--- src/rtl/dlx_pkg.sv ---
// Shared types and constants for the DLX memory stage.
// Byte/halfword-free build unless DLX_MEM_BYTE_EN is defined (enables LB/LBU/SB).
package dlx_pkg;
  localparam int DLX_XLEN  = 32;
  localparam int DLX_REG_W = 5;

  typedef enum logic [2:0] {
    OP_NONE = 3'd0,
    OP_LW   = 3'd1,
    OP_SW   = 3'd2,
    OP_LB   = 3'd3,
    OP_LBU  = 3'd4,
    OP_SB   = 3'd5
  } mem_op_e;

  typedef enum logic [1:0] {
    ST_IDLE = 2'd0,
    ST_REQ  = 2'd1,
    ST_WAIT = 2'd2
  } mem_state_e;

  localparam logic [1:0] EXC_NONE     = 2'd0;
  localparam logic [1:0] EXC_MISALIGN = 2'd1;
  localparam logic [1:0] EXC_TIMEOUT  = 2'd2;
  localparam logic [1:0] EXC_ILLEGAL  = 2'd3;

  function automatic logic op_legal(input mem_op_e op);
    logic ok;
    ok = 1'b0;
    case (op)
      OP_NONE, OP_LW, OP_SW: ok = 1'b1;
`ifdef DLX_MEM_BYTE_EN
      OP_LB, OP_LBU, OP_SB:  ok = 1'b1;
`else
      OP_LB, OP_LBU, OP_SB:  ok = 1'b0;
`endif
      default:               ok = 1'b0;
    endcase
    return ok;
  endfunction
endpackage

--- src/rtl/dlx_mem_align.sv ---
// Combinational byte-lane steering: store byte enables / data replication and
// load extraction with sign or zero extension.
module dlx_mem_align
  import dlx_pkg::*;
(
  input  logic [2:0]          op,
  input  logic [1:0]          lane,
  input  logic [DLX_XLEN-1:0] sdata,
  input  logic [DLX_XLEN-1:0] rdata,
  output logic [3:0]          be,
  output logic [DLX_XLEN-1:0] wdata,
  output logic [DLX_XLEN-1:0] ldata
);
  mem_op_e    op_e;
  logic [7:0] rbyte;

  assign op_e  = mem_op_e'(op);
  assign rbyte = rdata[{lane, 3'b000} +: 8];

  always_comb begin
    be    = 4'b0000;
    wdata = sdata;
    ldata = '0;
    case (op_e)
      OP_LW:   ldata = rdata;
      OP_LB:   ldata = {{24{rbyte[7]}}, rbyte};
      OP_LBU:  ldata = {24'h0, rbyte};
      OP_SW:   be = 4'b1111;
      OP_SB: begin
        be    = 4'b0001 << lane;
        wdata = {4{sdata[7:0]}};
      end
      default: ;
    endcase
  end
endmodule

--- src/rtl/dlx_mem_stage.sv ---
// DLX memory stage: IDLE/REQ/WAIT bus handshake with ack timeout and a
// registered writeback port. Byte ops gated by DLX_MEM_BYTE_EN.
module dlx_mem_stage
  import dlx_pkg::*;
#(
  parameter int ACK_TIMEOUT = 255
) (
  input  logic                 clk,
  input  logic                 rst_n,
  input  logic                 in_valid,
  input  logic [2:0]           in_op,
  input  logic [DLX_XLEN-1:0]  in_res,
  input  logic [DLX_XLEN-1:0]  in_sdata,
  input  logic [DLX_REG_W-1:0] in_rd,
  output logic                 stall,
  output logic                 mem_req,
  output logic                 mem_we,
  output logic [DLX_XLEN-1:0]  mem_addr,
  output logic [DLX_XLEN-1:0]  mem_wdata,
  output logic [3:0]           mem_be,
  input  logic                 mem_ack,
  input  logic [DLX_XLEN-1:0]  mem_rdata,
  output logic                 wb_valid,
  output logic [DLX_REG_W-1:0] wb_rd,
  output logic [DLX_XLEN-1:0]  wb_data,
  output logic [1:0]           exc
);
  mem_state_e           state, state_nx;
  logic [7:0]           cnt;
  logic [DLX_XLEN-1:0]  addr_q, sdata_q;
  logic [2:0]           op_q;
  logic [1:0]           lane_q;
  logic [DLX_REG_W-1:0] rd_q;

  mem_op_e              op_in;
  logic                 legal, misal, is_mem, accept;
  logic                 busy, tmo, done, is_store;
  logic [3:0]           be;
  logic [DLX_XLEN-1:0]  wdata, ldata;

  assign op_in  = mem_op_e'(in_op);
  assign legal  = op_legal(op_in);
  assign misal  = (op_in == OP_LW || op_in == OP_SW) && (in_res[1:0] != 2'b00);
  assign is_mem = (op_in != OP_NONE);
  assign accept = (state == ST_IDLE) && in_valid && legal && is_mem && !misal;

  assign busy     = (state != ST_IDLE);
  assign tmo      = busy && (cnt == 8'(ACK_TIMEOUT));
  assign done     = busy && !tmo && mem_ack;
  assign is_store = (mem_op_e'(op_q) == OP_SW) || (mem_op_e'(op_q) == OP_SB);

  // Stall drops in the ack/timeout cycle so upstream advances at that edge and
  // can present its next instruction in the completion cycle.
  assign stall     = accept || (busy && !done && !tmo);
  assign mem_req   = busy && !tmo;
  assign mem_we    = mem_req && is_store;
  assign mem_be    = mem_req ? be : 4'b0000;
  assign mem_addr  = addr_q;
  assign mem_wdata = wdata;

  dlx_mem_align u_align (
    .op    (op_q),
    .lane  (lane_q),
    .sdata (sdata_q),
    .rdata (mem_rdata),
    .be    (be),
    .wdata (wdata),
    .ldata (ldata)
  );

  always_ff @(posedge clk or negedge rst_n)
    if (!rst_n) state <= ST_IDLE;
    else        state <= state_nx;

  always_comb begin
    state_nx = state;
    case (state)
      ST_IDLE:         if (accept) state_nx = ST_REQ;
      ST_REQ, ST_WAIT: state_nx = (done || tmo) ? ST_IDLE : ST_WAIT;
      default:         state_nx = ST_IDLE;
    endcase
  end

  always_ff @(posedge clk or negedge rst_n)
    if (!rst_n) begin
      cnt     <= '0;
      addr_q  <= '0;
      sdata_q <= '0;
      op_q    <= '0;
      lane_q  <= '0;
      rd_q    <= '0;
    end else if (accept) begin
      cnt     <= '0;
      addr_q  <= {in_res[DLX_XLEN-1:2], 2'b00};
      sdata_q <= in_sdata;
      op_q    <= in_op;
      lane_q  <= in_res[1:0];
      rd_q    <= in_rd;
    end else if (busy && !done && !tmo) begin
      cnt <= cnt + 8'd1;
    end

  always_ff @(posedge clk or negedge rst_n)
    if (!rst_n) begin
      wb_valid <= 1'b0;
      wb_rd    <= '0;
      wb_data  <= '0;
      exc      <= EXC_NONE;
    end else begin
      wb_valid <= 1'b0;
      if ((state == ST_IDLE) && in_valid && !accept) begin
        wb_valid <= 1'b1;
        // Only NONE reaches the last branch: legal, aligned, not a memory op.
        if (!legal) begin
          wb_rd <= '0; wb_data <= '0; exc <= EXC_ILLEGAL;
        end else if (misal) begin
          wb_rd <= '0; wb_data <= '0; exc <= EXC_MISALIGN;
        end else begin
          wb_rd <= in_rd; wb_data <= in_res; exc <= EXC_NONE;
        end
      end else if (done) begin
        wb_valid <= 1'b1;
        wb_rd    <= is_store ? '0 : rd_q;
        wb_data  <= is_store ? '0 : ldata;
        exc      <= EXC_NONE;
      end else if (tmo) begin
        wb_valid <= 1'b1;
        wb_rd    <= '0;
        wb_data  <= '0;
        exc      <= EXC_TIMEOUT;
      end
    end
endmodule
--- config.mk ---
export PLATFORM = sky130hd
export DESIGN_NAME = dlx_mem_stage
export DESIGN_NICKNAME = d
export VERILOG_FILES = /design/src/rtl/dlx_pkg.sv /design/src/rtl/dlx_mem_align.sv /design/src/rtl/dlx_mem_stage.sv
export SDC_FILE = /design/constraint.sdc
export NUM_CORES = 1
export LEC_CHECK = 0
export ABC_AREA = 0
export CORE_MARGIN = 3
export CORE_UTILIZATION = 40
export DETAILED_ROUTE_END_ITERATION = 10
export GPL_ROUTABILITY_DRIVEN = 0
export PLACE_DENSITY = 0.72
export SLEW_MARGIN = 25
export SYNTH_ARGS = -nofsm -noshare
export SYNTH_HDL_FRONTEND = slang
export SYNTH_SLANG_ARGS = --single-unit
--- constraint.sdc ---
create_clock -name clk -period 4.6 [get_ports clk]
set_clock_uncertainty 0.15 [all_clocks]
set_input_delay 0.92 -clock clk [delete_from_list [all_inputs] [get_ports clk]]
set_output_delay 0.92 -clock clk [all_outputs]
set_load 0.01 [all_outputs]
==> results of run 1 <==
## synthesized netlist by cell type, drive strengths merged, types with 3 or more instances
library cell  instances  area (um2)
clkbuf               23        87.6
a32oi                 6        52.6
nor2b                 3        18.8
nand2               270        1020
buf                  32         219
nor3b                 3        27.5
ha                    4        50.1
xnor2                 4        35.0
and4b                 3        30.0
mux2                 37         522
or3                   3        28.8
a21oi                 9        45.0
a32o                  5        50.1
dfrtp               122        3050
inv                   5        18.8
o21ai                14        81.3
a31oi                 5        31.3
a22o                  8        70.1
nand3                 3        15.0
nor2                 16        60.1
o2bb2ai              24         210
and2                  3        18.8
a22oi                32         240
## worst max path at each step
stage,startpoint,endpoint
after floorplan,in_op[2],stall
after global placement,in_op[2],stall
after detailed placement,in_op[2],stall
after CTS,in_op[2],stall
after global routing,in_op[2],stall
final,in_op[2],stall
## sequential cells by signal (all words and copies together), names as in the netlist, 3 cells and up
register / flops
wb_data: 32
cnt: 8
mem_addr: 30
wb_rd: 5
op_q: 3
sdata_q: 32
rd_q: 5
## cell families (layout without fill, tap and decap cells)
group           Yosys count  in the layout
flops                   122            122
other cells               1              2
xor+xnor                  4              4
compound gates          114            114
fa+ha+maj                 4              4
mux                      39             39
simple gates            319            319
buf+inv                  60            257
## area by class of cell
| type | count | area share |
|---|---|---|
| clock inverters | 1 | 0.00335 |
| flip-flops and latches | 122 | 0.340 |
| multi-input cells | 482 | 0.320 |
| well taps | 184 | 0.0257 |
| repair buffers | 223 | 0.248 |
| inverters | 5 | 0.00209 |
| clock buffers | 28 | 0.0598 |
## tightest hold or removal path, cell delays in order (launching register included)
cell	delay (ns)
dfrtp_1	0.33
nand2_1	0.05
nand2_1	0.05
## metal layers
layer | part of all wire | wire length, um
met1 | 0.42 | 8230
met2 | 0.46 | 9020
met3 | 0.098 | 1910
met4 | 0.021 | 418
met5 | 0 | 0
## power breakdown
part	internal, mW	switching (mW)
Sequential	1.51	0.296
Clock	0.836	0.440
Combinational	1.25	1.13
==> impl_results.md, run 1 <==
- Iter 0 DRT Violations: 332
- CP max FO: 6
- Fin area: roughly 9000 um2
- Top Usage Layer GRT: met2
- CTS root buf: clkbuf_16
- Worst Hold Path Cells: 2
- Final Util: 0.603
- CTS Buffer Depth: 2
- Worst setup slack after layout: around 0.55 ns
- Leakage: approximately 4.2 nW
- Worst skew pair latency: 0.40 ns
- First-pass GRT wire length: 30200 um
- I/O Buffers: roughly 220
- Simple-gate share of the synthesized area: 0.216
- Fin cells: around 1000
- Commonest cells after routing, fill and taps aside: nand2_1 (269), clkdlybuf4s50_1 (215), dfrtp_1 (122)
- YS warnings: 0
- CP max stage cell: clkdlybuf4s50_1
- Final Max Tran Viols: 0
- Place WS: 0.558 ns
- Largest net degree at the start of global routing: 100
- Layout cells sized above 1: 0.0941
- Mux cell area share after synthesis: 0.0889
- RR Startpoint: state[1]
- Final Hold Viols: 0
- Most used DFF post-synth: dfrtp_1
- Post-DP Area: 8400 um2
- Hpwl dp: around 14000 um
- DRT Wirelength: between 15000 and 20000 um
- Synth cell types: 54
- Critical Path Stages: 5
- Residual DRC: 0
- Via-to-Cell Ratio: 5.34
- Worst rel slew slack: 0.342
- Clk sinks: between 100 and 150
- Crit start category: input pin
- R2R Setup Slk: approximately 1.6 ns
- CP required: about 3.5 ns
- Drt wl/cell: 18.7 um
- H-Tree Depth: 4
- Antenna Nets Post-Route: 0
- Synth Register Bits: 122
- Final nets: slightly below 1000
- CP max stage delay: about 0.57 ns
- Least-Margin Pin Slew: between 0.9 and 1 ns
- Initial core utilization: 0.419
- Site row count: 44
- Xor and xnor fraction of the mapped netlist area: 0.00562
- Synthesized-area fraction occupied by adder cells: 0.00803
- Async SR Flop Fraction: 1.00
- Placed cells: 1016
- Initial antenna violation count: 0
- Worst path cell trace: clkdlybuf4s50_1 > or3_4 > or3_4 > o21ai_0 > clkdlybuf4s50_1
- Grt total ovfl: 0
- Post-Syn Area: 6230 um2
- CTS tree: done
- Maximum vdd drop: between 0.3 and 0.4 mV
- M2 GR Usage: 0.362
- Buf/Inv on CP: 2
- Critical path class: in2out
- Reg clk slew, reported paths: ~0.05 ns
- Final period util: 0.881
- CTS Hold Bufs: 0
- Fillcell total: between 1000 and 1500
- DR vias: approximately 5600
- Critical path's top delay family: buffers and inverters
- Met1 Resource Use GR: 0.287
- First drt pass iteration count: 4
- Synth Instances: ~660
- Crit. End Element: primary output
- Critical Path AT: 2.98 ns
- Commonest non-fill, non-tap cell in the layout: nand2_1
- Status: complete, no violations
- # diodes: 0
- Hold Crit Start: mem_addr[6]
- Pwr dens: 609 nW/um2
- Sequential cell area: 3050 um2
- Combinational family with the most area after synthesis: simple AND/OR/NAND/NOR gates
- Hold Slack: 0.318 ns
- Area grow syn2layout: 43.9%
- Total core area: 14900 um2
- EDFF count, synth: 0
- Die Span X: 131 um
- IO Pins: 219
- Fmax: between 0.2 and 0.25 GHz
- GRT Total Usage: 0.229
- FF-to-FF End: wb_data[15]
- Area of the multi-input gates: 2870 um2
- Vias in the first global route: 5619
- Final setup TNS: 0 ns
- Mean Syn Cell Area: 9.40 um2
- Die height: 131 um
- Resized cells post-CTS: 0
- Worst min path class: reg2reg
- Total Power: around 5.5 mW
- Full die area: approximately 17000 um2
- Post-CTS setup buffer count: 0
- Fin crit period: 4.05 ns
- Max_cap viols: 0
- M3 GR Usage: 0.0882
- RSZ-0062 raised after global routing: no
- Post-synthesis compound-gate area fraction: 0.139
- Hold Crit Endpoint: mem_addr[6]
- Register-to-Register Path Depth: 7
- Sequential area share after synthesis: 0.490
- Final setup viols: 0
- CTS Buf Count: 17
(Power assumes the default switching activity.)
==> run 2, diff against run 1 <==
--- a/config.mk
+++ b/config.mk
@@ -7,10 +7,10 @@
 export LEC_CHECK = 0
 export ABC_AREA = 0
 export CORE_MARGIN = 3
-export CORE_UTILIZATION = 40
+export CORE_UTILIZATION = 45
 export DETAILED_ROUTE_END_ITERATION = 10
 export GPL_ROUTABILITY_DRIVEN = 0
-export PLACE_DENSITY = 0.72
+export PLACE_DENSITY = 0.8
 export SLEW_MARGIN = 25
 export SYNTH_ARGS = -nofsm -noshare
 export SYNTH_HDL_FRONTEND = slang
==> constraint.sdc (replaced) <==
create_clock -name clk -period 4 [get_ports clk]
set_clock_uncertainty 0.15 [all_clocks]
set_input_delay 0.8 -clock clk [delete_from_list [all_inputs] [get_ports clk]]
set_output_delay 0.8 -clock clk [all_outputs]
set_load 0.01 [all_outputs]
==> run 2 against run 1 <==
Net effect: non-clock buffer count is 7 higher; die area down 11%; setup slack got worse by 0.25 ns; utilization is 7.2 points higher; flip-flop and latch count unchanged; critical path depth did not move.
==> impl_results.md, run 2 (same netlist as run 1, synthesis figures left out) <==
- CP required: 3.05 ns (-0.48 ns)
- Leakage: 4.22 nW (+1.0%)
- DRT Wirelength: 19900 um (+1.8%)
- Worst path cell trace: clkdlybuf4s50_1 > or3_4 > or3_4 > o21ai_0 > clkdlybuf4s50_1
- Final nets: 970 (+0.73%)
- Layout cells sized above 1: 0.105 (+0.0105)
- Final setup viols: 0 (unchanged)
- Clk sinks: 122 (unchanged)
- Grt total ovfl: 0 (unchanged)
- Critical Path AT: 2.75 ns (-0.23 ns)
- Via-to-Cell Ratio: 5.55 (+3.8%)
- IO Pins: 219 (unchanged)
- H-Tree Depth: 4 (unchanged)
- Reg clk slew, reported paths: 0.05 ns (about the same)
- Worst min path class: in2async
- Crit. End Element: primary output
- Fin crit period: roughly 3.7 ns
- RR Startpoint: state[1]
- Crit start category: input pin
- Logic pwr share: 0.435 (about the same)
- FF-to-FF End: wb_data[16]
- I/O Buffers: 216 (unchanged)
- Full die area: 15300 um2 (-11%)
- Vias in the first global route: 5723 (+1.9%)
- CTS Hold Bufs: 0 (unchanged)
- Status: complete, no violations
- Max_cap viols: 0 (unchanged)
- Post-CTS setup buffer count: 0 (unchanged)
- Final Hold Viols: 0 (unchanged)
- Largest net degree at the start of global routing: 79 (-21%)
- Final setup TNS: 0 ns (unchanged)
- Critical path class: in2out
- RSZ-0062 raised after global routing: no
- Psw: 2.19 mW (+17%)
- Fillcell total: 1033 (-18%)
- First-pass GRT wire length: 30400 um (+0.78%)
- CTS Buffer Depth: 2 (unchanged)
- Iter 0 DRT Violations: 513 (+55%)
- Worst rel slew slack: 0.331 (-0.0111)
- CTS tree: done
- Die Span X: 124 um (-5.5%)
- Initial antenna violation count: 0 (unchanged)
- GRT Total Usage: 0.260 (+0.0306)
- Site row count: 42 (-4.5%)
- Pwr dens: 703 nW/um2 (+15%)
- CP max stage delay: 0.57 ns (about the same)
- Fmax: 0.270 GHz
- Total core area: 13400 um2 (-9.8%)
- Sw Ratio: 0.344 (+0.00294)
- Int Power: 4.17 mW (+16%)
- Die height: 124 um (-5.5%)
- Sequential power share: 0.329 (-0.002)
- Residual DRC: 0 (unchanged)
- Commonest non-fill, non-tap cell in the layout: nand2_1
- CTS Buf Count: 17 (unchanged)
- Register-to-Register Path Depth: 7 (unchanged)
- # diodes: 0 (unchanged)
- First drt pass iteration count: 5 (+1)
- Resized cells post-CTS: 0 (unchanged)
- Area grow syn2layout: 45.1%
- R2R Setup Slk: 0.81 ns (-0.74 ns)
- Final Max Tran Viols: 0 (unchanged)
- DR vias: 5802 (+3.9%)
- Commonest cells after routing, fill and taps aside: nand2_1 (269), clkdlybuf4s50_1 (215), dfrtp_1 (122)
- Final Util: 0.675 (+0.0718)
- Hpwl dp: 14200 um (+1.2%)
- Drt wl/cell: 19.1 um (+1.7%)
- CP max FO: 4 (-2)
- Initial core utilization: 0.465 (+0.0458)
- Final period util: 0.925
- Maximum vdd drop: 0.346 mV (+7.9%)
- Clock group share of total power: 0.236 (+0.002)
- CP max stage cell: clkdlybuf4s50_1
- CTS root buf: clkbuf_16
- Worst skew pair latency: 0.40 ns (about the same)
- Least-Margin Pin Slew: 1.00 ns (+0.0196 ns)
- Antenna Nets Post-Route: 0 (unchanged)
[run 2: cell count changes in the layout (fill, tap and decap cells not counted)]
cell / delta
clkinv_2: +3
bufinv_16: +1
buf_6: -1
clkbuf_1: -1
buf_4: +6
buf_12: +2
clkinvlp_4: +2
clkbuf_8: -3
[run 2: metal layers]
metal | routed length, um | global-route usage
met1 | 7570 | 0.315
met2 | 9570 | 0.426
met3 | 2350 | 0.0895
met4 | 453 | 0.0990
met5 | 0 | 0
[run 2: through the flow]
step / std cells / setup slack (ns) / hold slack [ns] / instance area [um2] / power [mW]
floorplan: 664 / 1.03 / 0.295 / 6240 / 3.49
global placement: 1015 / 0.339 / 0.307 / 8470 / 4.76
detailed placement: 1015 / 0.303 / 0.312 / 8470 / 4.84
CTS: 1046 / 0.295 / 0.326 / 9050 / 6.38
global route: 1046 / 0.223 / 0.346 / 9050 / 6.74
finish: 1046 / 0.301 / 0.307 / 9050 / 6.36
[run 2: worst max-delay path: cells and delay by family]
| kind | cells | cell delay (ns) |
|---|---|---|
| AO/OA/AOI/OAI | 1 | 0.10 |
| buffers and inverters | 2 | 1.00 |
| AND/OR/NAND/NOR | 2 | 0.83 |
[run 2: how the worst max path moves through the flow]
stage | endpoint | start | depth (start not counted) | slack (ns)
6_report | stall | in_op[2] | 5 | 0.30
5_1_grt | stall | in_res[0] | 5 | 0.22
4_1_cts | stall | in_op[2] | 5 | 0.30
3_5_place_dp | stall | in_op[2] | 5 | 0.30
3_3_place_gp | stall | in_op[2] | 5 | 0.34
2_1_floorplan | stall | in_op[2] | 5 | 1.03
[run 2: area by class of cell]
| cell class | instances | area (um2) | area share |
|---|---|---|---|
| Multi-Input combinational cell | 482 | 2870 | 0.317 |
| Timing Repair Buffer | 230 | 2300 | 0.254 |
| Sequential cell | 122 | 3050 | 0.337 |
| Tap cell | 176 | 220 | 0.0243 |
| Clock buffer | 24 | 492 | 0.0543 |
| Clock inverter | 7 | 90.1 | 0.00996 |
| Inverter | 5 | 18.8 | 0.00207 |
[run 2: power groups by stage]
stage | clock network, mW | registers [mW] | logic, mW
finish | 1.50 | 2.09 | 2.76
global route | 1.59 | 2.15 | 3.00
CTS | 1.53 | 2.08 | 2.78
detailed placement | 0 | 2.08 | 2.76
global placement | 0 | 2.06 | 2.69
floorplan | 0 | 2.13 | 1.36
